### config.mk
export PLATFORM = sky130hd
export DESIGN_NAME = pipe_skid_reg_flat
export DESIGN_NICKNAME = d
export VERILOG_FILES = /design/src/rtl/pipe_skid_if.sv /design/src/rtl/pipe_skid_reg.sv /design/src/flat_wrapper.sv
export SDC_FILE = /design/constraint.sdc
export NUM_CORES = 1
export LEC_CHECK = 0
export ABC_AREA = 0
export BUFFER_PORTS_ARGS = -buffer_cell sky130_fd_sc_hd__buf_2
export CAP_MARGIN = 20
export CORE_ASPECT_RATIO = 2
export CORE_MARGIN = 1.5
export CORE_UTILIZATION = 55
export CTS_BUF_LIST = sky130_fd_sc_hd__clkbuf_16
export DETAILED_ROUTE_END_ITERATION = 8
export PLACE_DENSITY = 0.8
export SLEW_MARGIN = 20
export SYNTH_ARGS = -nofsm -noshare
export SYNTH_HDL_FRONTEND = slang
export SYNTH_SLANG_ARGS = --single-unit
### constraint.sdc
create_clock -name clk -period 2.6 [get_ports clk]
set_input_delay 0 -clock clk [delete_from_list [all_inputs] [get_ports clk]]
set_output_delay 0 -clock clk [all_outputs]
set_load 0.02 [all_outputs]
### src/rtl/pipe_skid_if.sv
// Handshake bundle for one skid-buffered pipeline stage: upstream (in_*) and downstream (out_*) sides.
interface pipe_skid_if #(
  parameter int unsigned DATA_W = 64,
  parameter int unsigned CTRL_W = 8
);
  logic              in_valid;
  logic              in_ready;
  logic [DATA_W-1:0] in_data;
  logic [CTRL_W-1:0] in_ctrl;
  logic              out_valid;
  logic              out_ready;
  logic [DATA_W-1:0] out_data;
  logic [CTRL_W-1:0] out_ctrl;
  logic [1:0]        occupancy;

  modport slave (
    input  in_valid, in_data, in_ctrl, out_ready,
    output in_ready, out_valid, out_data, out_ctrl, occupancy
  );

  modport master (
    output in_valid, in_data, in_ctrl, out_ready,
    input  in_ready, out_valid, out_data, out_ctrl, occupancy
  );
endinterface

### src/rtl/pipe_skid_reg.sv
// Generic 2-entry skid-buffer pipeline stage with valid/ready handshake, flush and NOP-on-bubble.
module pipe_skid_reg #(
  parameter int unsigned DATA_W     = 64,
  parameter int unsigned CTRL_W     = 8,
  parameter bit          CLEAR_DATA = 1'b1
) (
  input  logic         clk,
  input  logic         reset,
  input  logic         flush,
  pipe_skid_if.slave   bus
);

  typedef enum logic [1:0] {
    EMPTY = 2'd0,
    ONE   = 2'd1,
    FULL  = 2'd2
  } state_t;

  typedef struct packed {
    logic [CTRL_W-1:0] ctrl;
    logic [DATA_W-1:0] data;
  } entry_t;

  state_t state, state_d;
  entry_t main_q, main_d;
  entry_t skid_q, skid_d;
  entry_t in_entry;
  logic   accept;
  logic   retire;
  logic   in_ready_int;
  logic   main_valid;

  assign in_ready_int = (state != FULL);
  assign main_valid   = (state != EMPTY);
  assign in_entry     = '{ctrl: bus.in_ctrl, data: bus.in_data};
  assign accept       = bus.in_valid & in_ready_int;
  assign retire       = main_valid & bus.out_ready;

  // State and entry registers; reset clears everything immediately.
  always_ff @(posedge clk or negedge reset) begin
    if (!reset) begin
      state  <= EMPTY;
      main_q <= '0;
      skid_q <= '0;
    end else begin
      state  <= state_d;
      main_q <= main_d;
      skid_q <= skid_d;
    end
  end

  always_comb begin
    state_d = state;
    main_d  = main_q;
    skid_d  = skid_q;
    unique case (state)
      EMPTY: begin
        if (accept) begin
          main_d  = in_entry;
          state_d = ONE;
        end
      end
      ONE: begin
        if (accept && retire) begin
          main_d = in_entry;
        end else if (accept) begin
          skid_d  = in_entry;
          state_d = FULL;
        end else if (retire) begin
          state_d = EMPTY;
        end
      end
      FULL: begin
        if (retire) begin
          main_d  = skid_q;
          state_d = ONE;
        end
      end
      default: state_d = EMPTY;
    endcase

    // Flush drops anything accepted this cycle; the held payload stays for the hold-data build.
    if (flush) begin
      state_d = EMPTY;
      main_d  = main_q;
      skid_d  = skid_q;
    end

    // Bubble: present a NOP downstream.
    if (state_d == EMPTY) begin
      main_d.ctrl = '0;
      if (CLEAR_DATA) begin
        main_d.data = '0;
      end
    end
  end

  assign bus.in_ready  = in_ready_int;
  assign bus.out_valid = main_valid;
  assign bus.out_data  = main_q.data;
  assign bus.out_ctrl  = main_q.ctrl;
  assign bus.occupancy = state;

endmodule

### src/flat_wrapper.sv
// flat-port wrapper written by rule: the top's interface ports become plain ports
module pipe_skid_reg_flat 
#(
  parameter int unsigned DATA_W     = 64,
  parameter int unsigned CTRL_W     = 8,
  parameter bit          CLEAR_DATA = 1'b1
)
  (clk, reset, flush, bus_in_valid, bus_in_data, bus_in_ctrl, bus_out_ready, bus_in_ready, bus_out_valid, bus_out_data, bus_out_ctrl, bus_occupancy);
  pipe_skid_if #(.DATA_W(DATA_W), .CTRL_W(CTRL_W)) bus_i ();
  input  logic clk;
  input  logic reset;
  input  logic flush;
  input wire logic [$bits(bus_i.in_valid)-1:0] bus_in_valid;
  input wire logic [$bits(bus_i.in_data)-1:0] bus_in_data;
  input wire logic [$bits(bus_i.in_ctrl)-1:0] bus_in_ctrl;
  input wire logic [$bits(bus_i.out_ready)-1:0] bus_out_ready;
  output wire logic [$bits(bus_i.in_ready)-1:0] bus_in_ready;
  output wire logic [$bits(bus_i.out_valid)-1:0] bus_out_valid;
  output wire logic [$bits(bus_i.out_data)-1:0] bus_out_data;
  output wire logic [$bits(bus_i.out_ctrl)-1:0] bus_out_ctrl;
  output wire logic [$bits(bus_i.occupancy)-1:0] bus_occupancy;
  assign bus_i.in_valid = bus_in_valid;
  assign bus_i.in_data = bus_in_data;
  assign bus_i.in_ctrl = bus_in_ctrl;
  assign bus_i.out_ready = bus_out_ready;
  assign bus_in_ready = bus_i.in_ready;
  assign bus_out_valid = bus_i.out_valid;
  assign bus_out_data = bus_i.out_data;
  assign bus_out_ctrl = bus_i.out_ctrl;
  assign bus_occupancy = bus_i.occupancy;
  pipe_skid_reg #(.DATA_W(DATA_W), .CTRL_W(CTRL_W), .CLEAR_DATA(CLEAR_DATA)) u_core (.clk(clk), .reset(reset), .flush(flush), .bus(bus_i));
endmodule
After elaboration in Yosys (flattened, before gate mapping) --
Cells that the tools add are included.
Storage, ports and cells: bits of input ports 77, bits in registers 146, output and inout bits 76
Operators by class: reduce and logical (&&, ||, !) cells 7, bitwise operators 4, eq/ne operators 7, mux-type cells 13
Operators by type and width (number):
- 72-bit two-way mux | 5
- 72-bit one-hot mux with 3 select lines | 1
- 2-bit two-way mux | 6
- 3-bit by 1-bit inequality test with 1-bit output (second input constant) | 3
- 2-bit one-hot mux with 3 select lines | 1
- 5-bit AND reduction | 1
- 2-bit logical NOT | 2
- 4-bit AND reduction | 1
- 4-bit nonzero test | 1
- 1-bit bitwise AND | 2
- 2-bit by 1-bit equality test with 1-bit output (second input constant) | 1
- 2-bit equality test (second input constant) | 1
- 2-bit by 1-bit inequality test with 1-bit output (second input constant) | 1
- 2-bit inequality test (second input constant) | 1
- 1-bit NOT | 2
- 2-bit nonzero test | 1
- 1-bit logical AND | 1

Longest topological paths before layout --
Gate-level depths: netlist of run 1.
word-level depth 10, depth in mapped cells 8, mapped depth without buffers 6

Least setup slack after synthesis of run 1 --
OpenSTA, ideal clock, no wires.
kind register to register, from reg u_core.state[0], in the netlist u_core.bus.occupancy[0], to reg u_core.main_q, in the netlist u_core.bus.out_data[10], buffers on the path 2, cell stages (with the launch flop) 9, data arrival time 1.987 ns, path slack 0.478 ns, cell sequence dfrtp_1 -> inv_1 -> ha_1 -> nand2b_1 -> o31ai_4 -> and2_1 -> buf_2 -> buf_2 -> a221oi_2
On the way: longest elaborated chain between the ends 10
RTL lines:
- start: declaration | RTL line pipe_skid_reg.sv:24 | state_t state, state_d;
- start signal: assignment | RTL line pipe_skid_reg.sv:46 | state <= state_d;
- 2-bit nonzero test | RTL line pipe_skid_reg.sv:34 | assign main_valid = (state != EMPTY);
- 1-bit bitwise AND | RTL line pipe_skid_reg.sv:37 | assign retire = main_valid & bus.out_ready;
- 2-bit two-way mux | RTL line pipe_skid_reg.sv:69 | end else if (retire) begin
- 2-bit two-way mux | RTL line pipe_skid_reg.sv:66 | end else if (accept) begin
- 2-bit two-way mux | RTL line pipe_skid_reg.sv:64 | if (accept && retire) begin
- 2-bit one-hot mux with 3 select lines | RTL line pipe_skid_reg.sv:56 | unique case (state)
- 2-bit two-way mux | RTL line pipe_skid_reg.sv:83 | if (flush) begin
- 2-bit logical NOT | RTL line pipe_skid_reg.sv:90 | if (state_d == EMPTY) begin
- 3-bit by 1-bit inequality test with 1-bit output (no line), or another cell as far along
- 5-bit AND reduction (no line)
- end signal: assignment | RTL line pipe_skid_reg.sv:47 | main_q <= main_d;
- end: declaration | RTL line pipe_skid_reg.sv:25 | entry_t main_q, main_d;
Parallel ways exist; a longest one is shown, timed or not. The select of a mux whose other input is x is not followed. A chain may end at the register's enable or synchronous reset.

Worst setup path in the final report of run 1 --
from reg u_core.state[0], in the netlist u_core.bus.occupancy[0], to reg u_core.main_q, in the netlist u_core.bus.out_data[62]
Same word-level chain as after synthesis.

==> load_flow_metrics.sql, run 1 <==
INSERT INTO impl_metrics (metric_group, metric, value, unit) VALUES
('status', 'outcome', 'finished, final reports clean', ''),
('synth', 'synth_fp_nets', '603', ''),
('route', 'dr_total_vias', '5528', ''),
('route', 'antenna_left', '0', ''),
('placed_design', 'number_of_buffers_inserted_by_port_buffering', '152', ''),
('floorplan', 'die_width', '83.85', 'um'),
('power', 'switching_share', '42.55', '%'),
('route', 'dr_wl_met2', '9970', 'um'),
('global_route', 'grt_start_max_net_pins', '98', ''),
('worst_setup_path', 'worst-endpoint-required', '2.87', 'ns'),
('timing', 'tightest_slew', '0.8982', 'ns'),
('worst_setup_path', 'regToRegSetupSlack', '0.09', 'ns'),
('finish', 'flow.area_growth_from_synthesis', '30.29', '%'),
('power', 'vdd_ir_drop_max', '919.7', 'uV'),
('route', 'dr_wl_met3', '766', 'um'),
('worst_setup_path', 'reg2reg_from', 'u_core.bus.occupancy[0]', ''),
('worst_setup_path', 'timing.critical_path.from', 'u_core.bus.occupancy[0]', ''),
('timing', 'final_max_slew_viol_count', '0', ''),
('worst_setup_path', 'crit_path_max_fanout', '36', ''),
('synth', 'netlist-cell-type-count', '31', ''),
('power', 'cell_internal_pwr', '6.737', 'mW'),
('global_route', 'via_count_of_the_first_global_routing_pass', '5829', ''),
('placed_design', 'globalplace.congestion', '0.8472', ''),
('power', 'comb_power_share', '48.0', '%'),
('finish', 'fillerInstances', '836', ''),
('synth', 'postSynthAreaPerCell', '13.80', 'um^2'),
('global_route', 'global_route.overflow_total', '0', ''),
('finish', 'final_net_count', '812', ''),
('timing', 'hold-worst-slack', '0.2114', 'ns'),
('clocking', 'cts_max_level', '4', ''),
('floorplan', 'boundaryPins', '153', ''),
('synth', 'netlist.top_cell.by_area', 'dfrtp_1', ''),
('power', 'power_frac_clock', '18.9', '%'),
('synth', 'synthCells', '521', ''),
('timing', 'hold_viol', '0', ''),
('timing', 'clock_skew', '0.008289', 'ns'),
('clocking', 'cts_buffer_depth', '2', ''),
('timing', 'setup-violations-final', '0', ''),
('finish', 'multi_input_comb_area', '3249', 'um^2'),
('clocking', 'cts_setup_buffers', '0', ''),
('worst_setup_path', 'critPathKind', 'register to register', ''),
('clocking', 'clkSlewWorstSetupHoldPaths', '0.06', 'ns'),
('clocking', 'cts_buffers', '17', ''),
('synth', 'synth_seq_area_share', '50.81', '%'),
('placed_design', 'place_hpwl', '10830', 'um'),
('worst_setup_path', 'critical_path.cell_chain', 'inv_1, ha_1, nand2b_2, mux2_2, a21oi_4, clkbuf_8, a221oi_2', ''),
('worst_setup_path', 'worstReg2RegEnd', 'u_core.bus.out_data[62]', ''),
('power', 'power_density', '1252', 'nW/um^2'),
('worst_setup_path', 'worstSetupEndpointType', 'register', ''),
('global_route', 'grt_first_pass_wirelength', '29330', 'um'),
('timing', 'final_min_period_over_clock_period', '96.44', '%'),
('timing', 'totalNegativeSetupSlack', '0', 'ns'),
('worst_setup_path', 'critical_path_arrival', '2.78', 'ns'),
('synth', 'postSynthRegisterBits', '146', ''),
('finish', 'most_common_cell_after_layout_fill_and_taps_aside', 'buf_2', ''),
('route', 'postRouteWirelength', '18740', 'um'),
('power', 'seq_power_share', '33.2', '%'),
('global_route', 'grtUsageTotal', '27.06', '%'),
('floorplan', 'design.die.area', '13810', 'um^2'),
('route', 'vias_per_cell', '6.170', ''),
('flow_run', 'max_cap_violations', '0', ''),
('worst_setup_path', 'cp-endpoint', 'u_core.bus.out_data[62]', ''),
('global_route', 'antenna_found_initial', '1', ''),
('clocking', 'cts_root_buf', 'clkbuf_16', ''),
('finish', 'regArea', '3654', 'um^2'),
('clocking', 'clock_latency_on_the_worst_skew_pair', '0.41', 'ns'),
('worst_setup_path', 'crit_path_max_incr_delay', '0.44', 'ns'),
('timing', 'final.min_clock_period', '2.507', 'ns'),
('floorplan', 'start_util', '55.66', '%'),
('synth', 'ys_warn_count', '0', ''),
('min_path', 'hold_class', 'input port to async pin', '');
==> power by group through the flow <==
stage	clock [mW]	combinational, mW	sequential (mW)
after global placement	0	5.26	3.82
after global routing	2.34	5.98	3.99
after CTS	2.24	5.54	3.86
final	2.21	5.63	3.89
after floorplan	0	3.50	4.34
after detailed placement	0	5.41	3.88
==> kinds of logic after synthesis <==
| logic type | count (synthesis) | synth area share [%] |
|---|---|---|
| fa+ha+maj | 5 | 0.8700 |
| mux | 145 | 21.45 |
| simple gates | 13 | 1.183 |
| buf+inv | 60 | 4.489 |
| compound gates | 152 | 21.19 |
| flops | 146 | 50.81 |
==> critical path, delay by kind of cell, from the launching register on <==
| kind | cells | cell delay [ns] |
|---|---|---|
| adder cells (fa/ha/maj) | 1 | 0.33 |
| flip-flops | 1 | 0.42 |
| multiplexers | 1 | 0.38 |
| AO/OA/AOI/OAI | 2 | 0.32 |
| buffers and inverters | 2 | 0.64 |
| AND/OR/NAND/NOR | 1 | 0.24 |
==> cell type report <==
class / count / area share, %
antenna: 1 / 0.02671
clock buffer: 17 / 4.541
clock inverter: 15 / 1.189
inverter: 6 / 0.2404
multi-input combinational: 315 / 34.68
sequential: 146 / 39.00
tap: 152 / 2.030
timing repair buffer: 244 / 18.30
==> worst min-delay path by stage <==
stage | start | end | slack, ns | cells after the start
floorplan | reset | u_core.bus.occupancy[0] | -0.30 | 0
global placement | reset | u_core.skid_q[48] | 0.15 | 1
detailed placement | reset | u_core.skid_q[51] | 0.16 | 1
CTS | reset | u_core.skid_q[51] | 0.28 | 2
global route | bus_out_ready | u_core.bus.out_data[44] | 0.31 | 4
finish | reset | u_core.skid_q[48] | 0.21 | 2
==> repair_timing <==
item                       in CTS  in global routing
hold buffers                   73                  0
gates resized for setup         0                  3
hold endpoints to repair      235                  0
setup endpoints to repair       0                  4
==> sequential cells by signal, summed over array words and instances, names as in the netlist <==
signal / flops
u_core.bus.out_data: 64
u_core.skid_q: 72
u_core.bus.out_ctrl: 8
u_core.bus.occupancy: 2
==> cell usage after synthesis (all sizes together) <==
master / count
clkbuf: 13
a221oi: 72
dfrtp: 146
a21oi: 73
o32ai: 1
o21a: 1
nor2: 2
a311oi: 1
and2: 1
o311ai: 1
inv: 6
and3: 1
mux2i: 72
o2bb2ai: 1
nor2b: 3
nand3b: 1
ha: 5
o2111ai: 1
buf: 41
o31ai: 1
mux2: 73
or2: 1
nand4b: 1
nand2b: 3
==> routing by layer <==
metal,GRT usage (%),vias up
li1,-,2433
met1,31.91,2854
met2,47.58,198
met3,4.548,43
met4,13.34,0
met5,0,-
==> metrics by stage <==
step | area, um^2 | utilization (%) | instances | setup WS [ns] | power, mW
2_1_floorplan | 7191 | - | 521 | 0.4782 | 7.843
3_3_place_gp | 8080 | 62.55 | 789 | 0.2869 | 9.081
3_5_place_dp | 8080 | 62.55 | 789 | 0.1313 | 9.297
4_1_cts | 9348 | 72.36 | 894 | 0.1070 | 11.64
5_1_grt | 9369 | 72.52 | 896 | 0.01818 | 12.30
6_report | 9369 | 72.52 | 896 | 0.09252 | 11.73
No activity file was read; power rests on OpenSTA's default activity.
==> inputs of run 2 (changes only) <==
- SETUP_SLACK_MARGIN: default -> 0.4
==> load_flow_metrics.sql, run 2 (same netlist as run 1, synthesis figures left out) <==
INSERT INTO impl_metrics (metric_group, metric, value, unit) VALUES
('power', 'leakagePower', '4.190', 'nW'),
('clocking', 'cts_root_buf', 'clkbuf_16', ''),
('power', 'seq_power_share', '32.4', '%'),
('timing', 'tightest_slew', '0.9135', 'ns'),
('finish', 'regArea', '3655', 'um^2'),
('worst_setup_path', 'worst_path_most_repeated_cell', 'buf_4', ''),
('global_route', 'grtUsageTotal', '27.79', '%'),
('worst_setup_path', 'critPathKind', 'register to register', ''),
('power', 'comb_power_share', '49.2', '%'),
('floorplan', 'boundaryPins', '153', ''),
('timing', 'fmax', '460.6', 'MHz'),
('timing', 'grt_setup_unrepaired', 'true', ''),
('power', 'vdd_ir_drop_max', '783.4', 'uV'),
('placed_design', 'place_hpwl', '10830', 'um'),
('timing', 'clock_skew', '0.007948', 'ns'),
('placed_design', 'placed_cells', '789', ''),
('route', 'wirelength_met1', '7560', 'um'),
('floorplan', 'start_util', '55.66', '%'),
('worst_setup_path', 'worst_path_dominant_cell_family', 'compound AO/OA/AOI/OAI gates', ''),
('global_route', 'via_count_of_the_first_global_routing_pass', '5948', ''),
('finish', 'final_net_count', '821', ''),
('worst_setup_path', 'worst-endpoint-required', '2.92', 'ns'),
('finish', 'fraction_of_final_layout_cells_sized_beyond_drive_strength_1', '49.47', '%'),
('finish', 'antenna_cells_inserted', '0', ''),
('power', 'net-switching-power', '5.070', 'mW'),
('floorplan', 'die_width', '83.85', 'um'),
('placed_design', 'dpl_worst_slack', '0.1313', 'ns'),
('flow_run', 'max_cap_violations', '0', ''),
('power', 'power_frac_clock', '18.4', '%'),
('clocking', 'numClockSinks', '146', ''),
('finish', 'fillerInstances', '815', ''),
('timing', 'final_max_slew_viol_count', '0', ''),
('finish', 'flip_flop_count_of_the_largest_register_after_layout', '72', ''),
('timing', 'totalNegativeSetupSlack', '0', 'ns'),
('worst_setup_path', 'critical_path.cell_chain', 'buf_4, ha_1, or2_2, a311oi_4, a21oi_4, buf_4, clkbuf_16, a221oi_2', ''),
('route', 'dr_wl_met3', '658', 'um'),
('worst_setup_path', 'worstSetupEndpointType', 'register', ''),
('timing', 'hold_viol', '0', ''),
('worst_setup_path', 'cp_num_buf_inv', '3', ''),
('status', 'outcome', 'finished, final reports clean', ''),
('clocking', 'cts_tree', 'done', ''),
('floorplan', 'design.die.area', '13810', 'um^2'),
('clocking', 'cts_max_level', '4', ''),
('route', 'route.top_layer_used', 'met4', ''),
('clocking', 'clkSlewWorstSetupHoldPaths', '0.06', 'ns'),
('route', 'vias_per_cell', '6.097', ''),
('floorplan', 'placeable_core_area', '12920', 'um^2'),
('route', 'dr.first_iter.drc_count', '320', ''),
('power', 'power_density', '1259', 'nW/um^2'),
('finish', 'most_common_cell_after_layout_fill_and_taps_aside', 'buf_2', ''),
('power', 'switching_share', '42.19', '%'),
('placed_design', 'number_of_buffers_inserted_by_port_buffering', '152', ''),
('global_route', 'grt_start_max_net_pins', '98', ''),
('clocking', 'clock_latency_on_the_worst_skew_pair', '0.42', 'ns'),
('global_route', 'antenna_found_initial', '0', ''),
('finish', 'top_register_by_number_of_flip_flops', 'u_core.skid_q', ''),
('clocking', 'cts_buffers', '17', ''),
('route', 'dr_wl_met2', '10130', 'um'),
('finish', 'multi_input_comb_area', '3299', 'um^2'),
('min_path', 'hold_class', 'input port to async pin', ''),
('floorplan', 'die_y', '164.7', 'um'),
('worst_setup_path', 'crit_path_top_delay_cell', 'dfrtp_1', ''),
('route', 'detail_route.drc_violations', '0', ''),
('worst_setup_path', 'crit_path_max_fanout', '9', ''),
('global_route', 'global_route.overflow_total', '0', ''),
('timing', 'final_min_period_over_clock_period', '83.51', '%'),
('route', 'antenna_left', '0', ''),
('worst_setup_path', 'crit_path_max_incr_delay', '0.41', 'ns'),
('finish', 'finalInstanceArea', '9548', 'um^2'),
('clocking', 'cts_buffer_depth', '2', ''),
('timing', 'worst_slew_margin_relative_to_its_limit', '39.10', '%'),
('timing', 'setup-violations-final', '0', ''),
('worst_setup_path', 'critical_path_arrival', '2.49', 'ns'),
('finish', 'flow.area_growth_from_synthesis', '32.78', '%'),
('placed_design', 'placed_area', '8080', 'um^2'),
('placed_design', 'globalplace.congestion', '0.8472', ''),
('timing', 'final_critical_path_setup_slack', '0.4287', 'ns'),
('floorplan', 'rows', '59', ''),
('power', 'cell_internal_pwr', '6.946', 'mW'),
('route', 'drt_pass1_iterations', '4', ''),
('route', 'postRouteWirelength', '19100', 'um'),
('finish', 'layoutNonFillerInstCount', '904', ''),
('global_route', 'grt_first_pass_wirelength', '30080', 'um'),
('worst_setup_path', 'critPathLaunchType', 'register', ''),
('route', 'wire_per_inst', '21.13', 'um'),
('timing', 'final.min_clock_period', '2.171', 'ns'),
('route', 'dr_total_vias', '5512', ''),
('finish', 'layout.cells.most_common_list', 'buf_2, dfrtp_1, mux2_2, dlygate4sd3_1', '');
[run 2: cell types whose count changed in the layout (fill, tap and decap cells not counted), sizes merged]
cell / previous run / this run
clkbuf: 19 / 18
diode: 1 / 0
buf: 169 / 178
bufbuf: 0 / 1
[run 2: final timing paths]
path / from / end / slack (ns) / cells past startpoint
setup reg to reg: u_core.bus.occupancy[0] / u_core.bus.out_data[13] / 0.43 / 8
hold reg to reg: u_core.skid_q[49] / u_core.skid_q[49] / 0.51 / 1
setup / recovery: u_core.bus.occupancy[0] / u_core.bus.out_data[13] / 0.43 / 8
hold / removal: reset / u_core.skid_q[51] / 0.21 / 2
max in group asynchronous: reset / u_core.skid_q[20] / 1.47 / 3
min in group clk: flush / u_core.bus.occupancy[1] / 0.23 / 5
[run 2: cell type report]
cell class / count / share of cell area, %
Clock buffer: 17 / 4.456
Clock inverter: 15 / 1.166
Inverter: 6 / 0.2359
Multi-Input combinational cell: 315 / 34.56
Sequential cell: 146 / 38.28
Tap cell: 152 / 1.992
Timing Repair Buffer: 253 / 19.32
[run 2: routing by layer]
| metal | track usage (%) | vias to the layer above |
|---|---|---|
| met5 | 0 | - |
| met4 | 13.86 | 0 |
| met3 | 5.197 | 49 |
| met2 | 48.31 | 173 |
| met1 | 32.88 | 2839 |
| li1 | - | 2451 |
[run 2: worst reg2reg max path, delay by kind of cell (launching register included)]
kind            cells  cell delay (ns)
simple gates        1             0.30
compound gates      3             0.63
flops               1             0.41
buf+inv             3             0.53
fa+ha+maj           1             0.21
[run 2: through the flow]
stage	util (%)	hold slack [ns]	power, mW
floorplan	-	-0.2956	7.843
global placement	62.55	0.1453	9.081
detailed placement	62.55	0.1598	9.297
CTS	73.30	0.1927	11.88
global route	73.91	0.2444	12.59
finish	73.91	0.2148	12.02
[run 2: power by group through the flow]
stage | Combinational, mW | Sequential (mW) | Clock [mW]
6_report | 5.92 | 3.89 | 2.21
5_1_grt | 6.27 | 3.99 | 2.34
4_1_cts | 5.77 | 3.86 | 2.24
3_5_place_dp | 5.41 | 3.88 | 0
3_3_place_gp | 5.26 | 3.82 | 0
2_1_floorplan | 3.50 | 4.34 | 0
[run 2: repair_timing]
item / 4_1_cts / 5_1_grt
cloned: 2 / 1
endpoints found under the setup margin: 103 / 102
hold buffers: 73 / 0
setup buffers: 5 / 2
hold endpoints to repair: 236 / 0
resized for setup: 7 / 7
pin swaps: 2 / 2
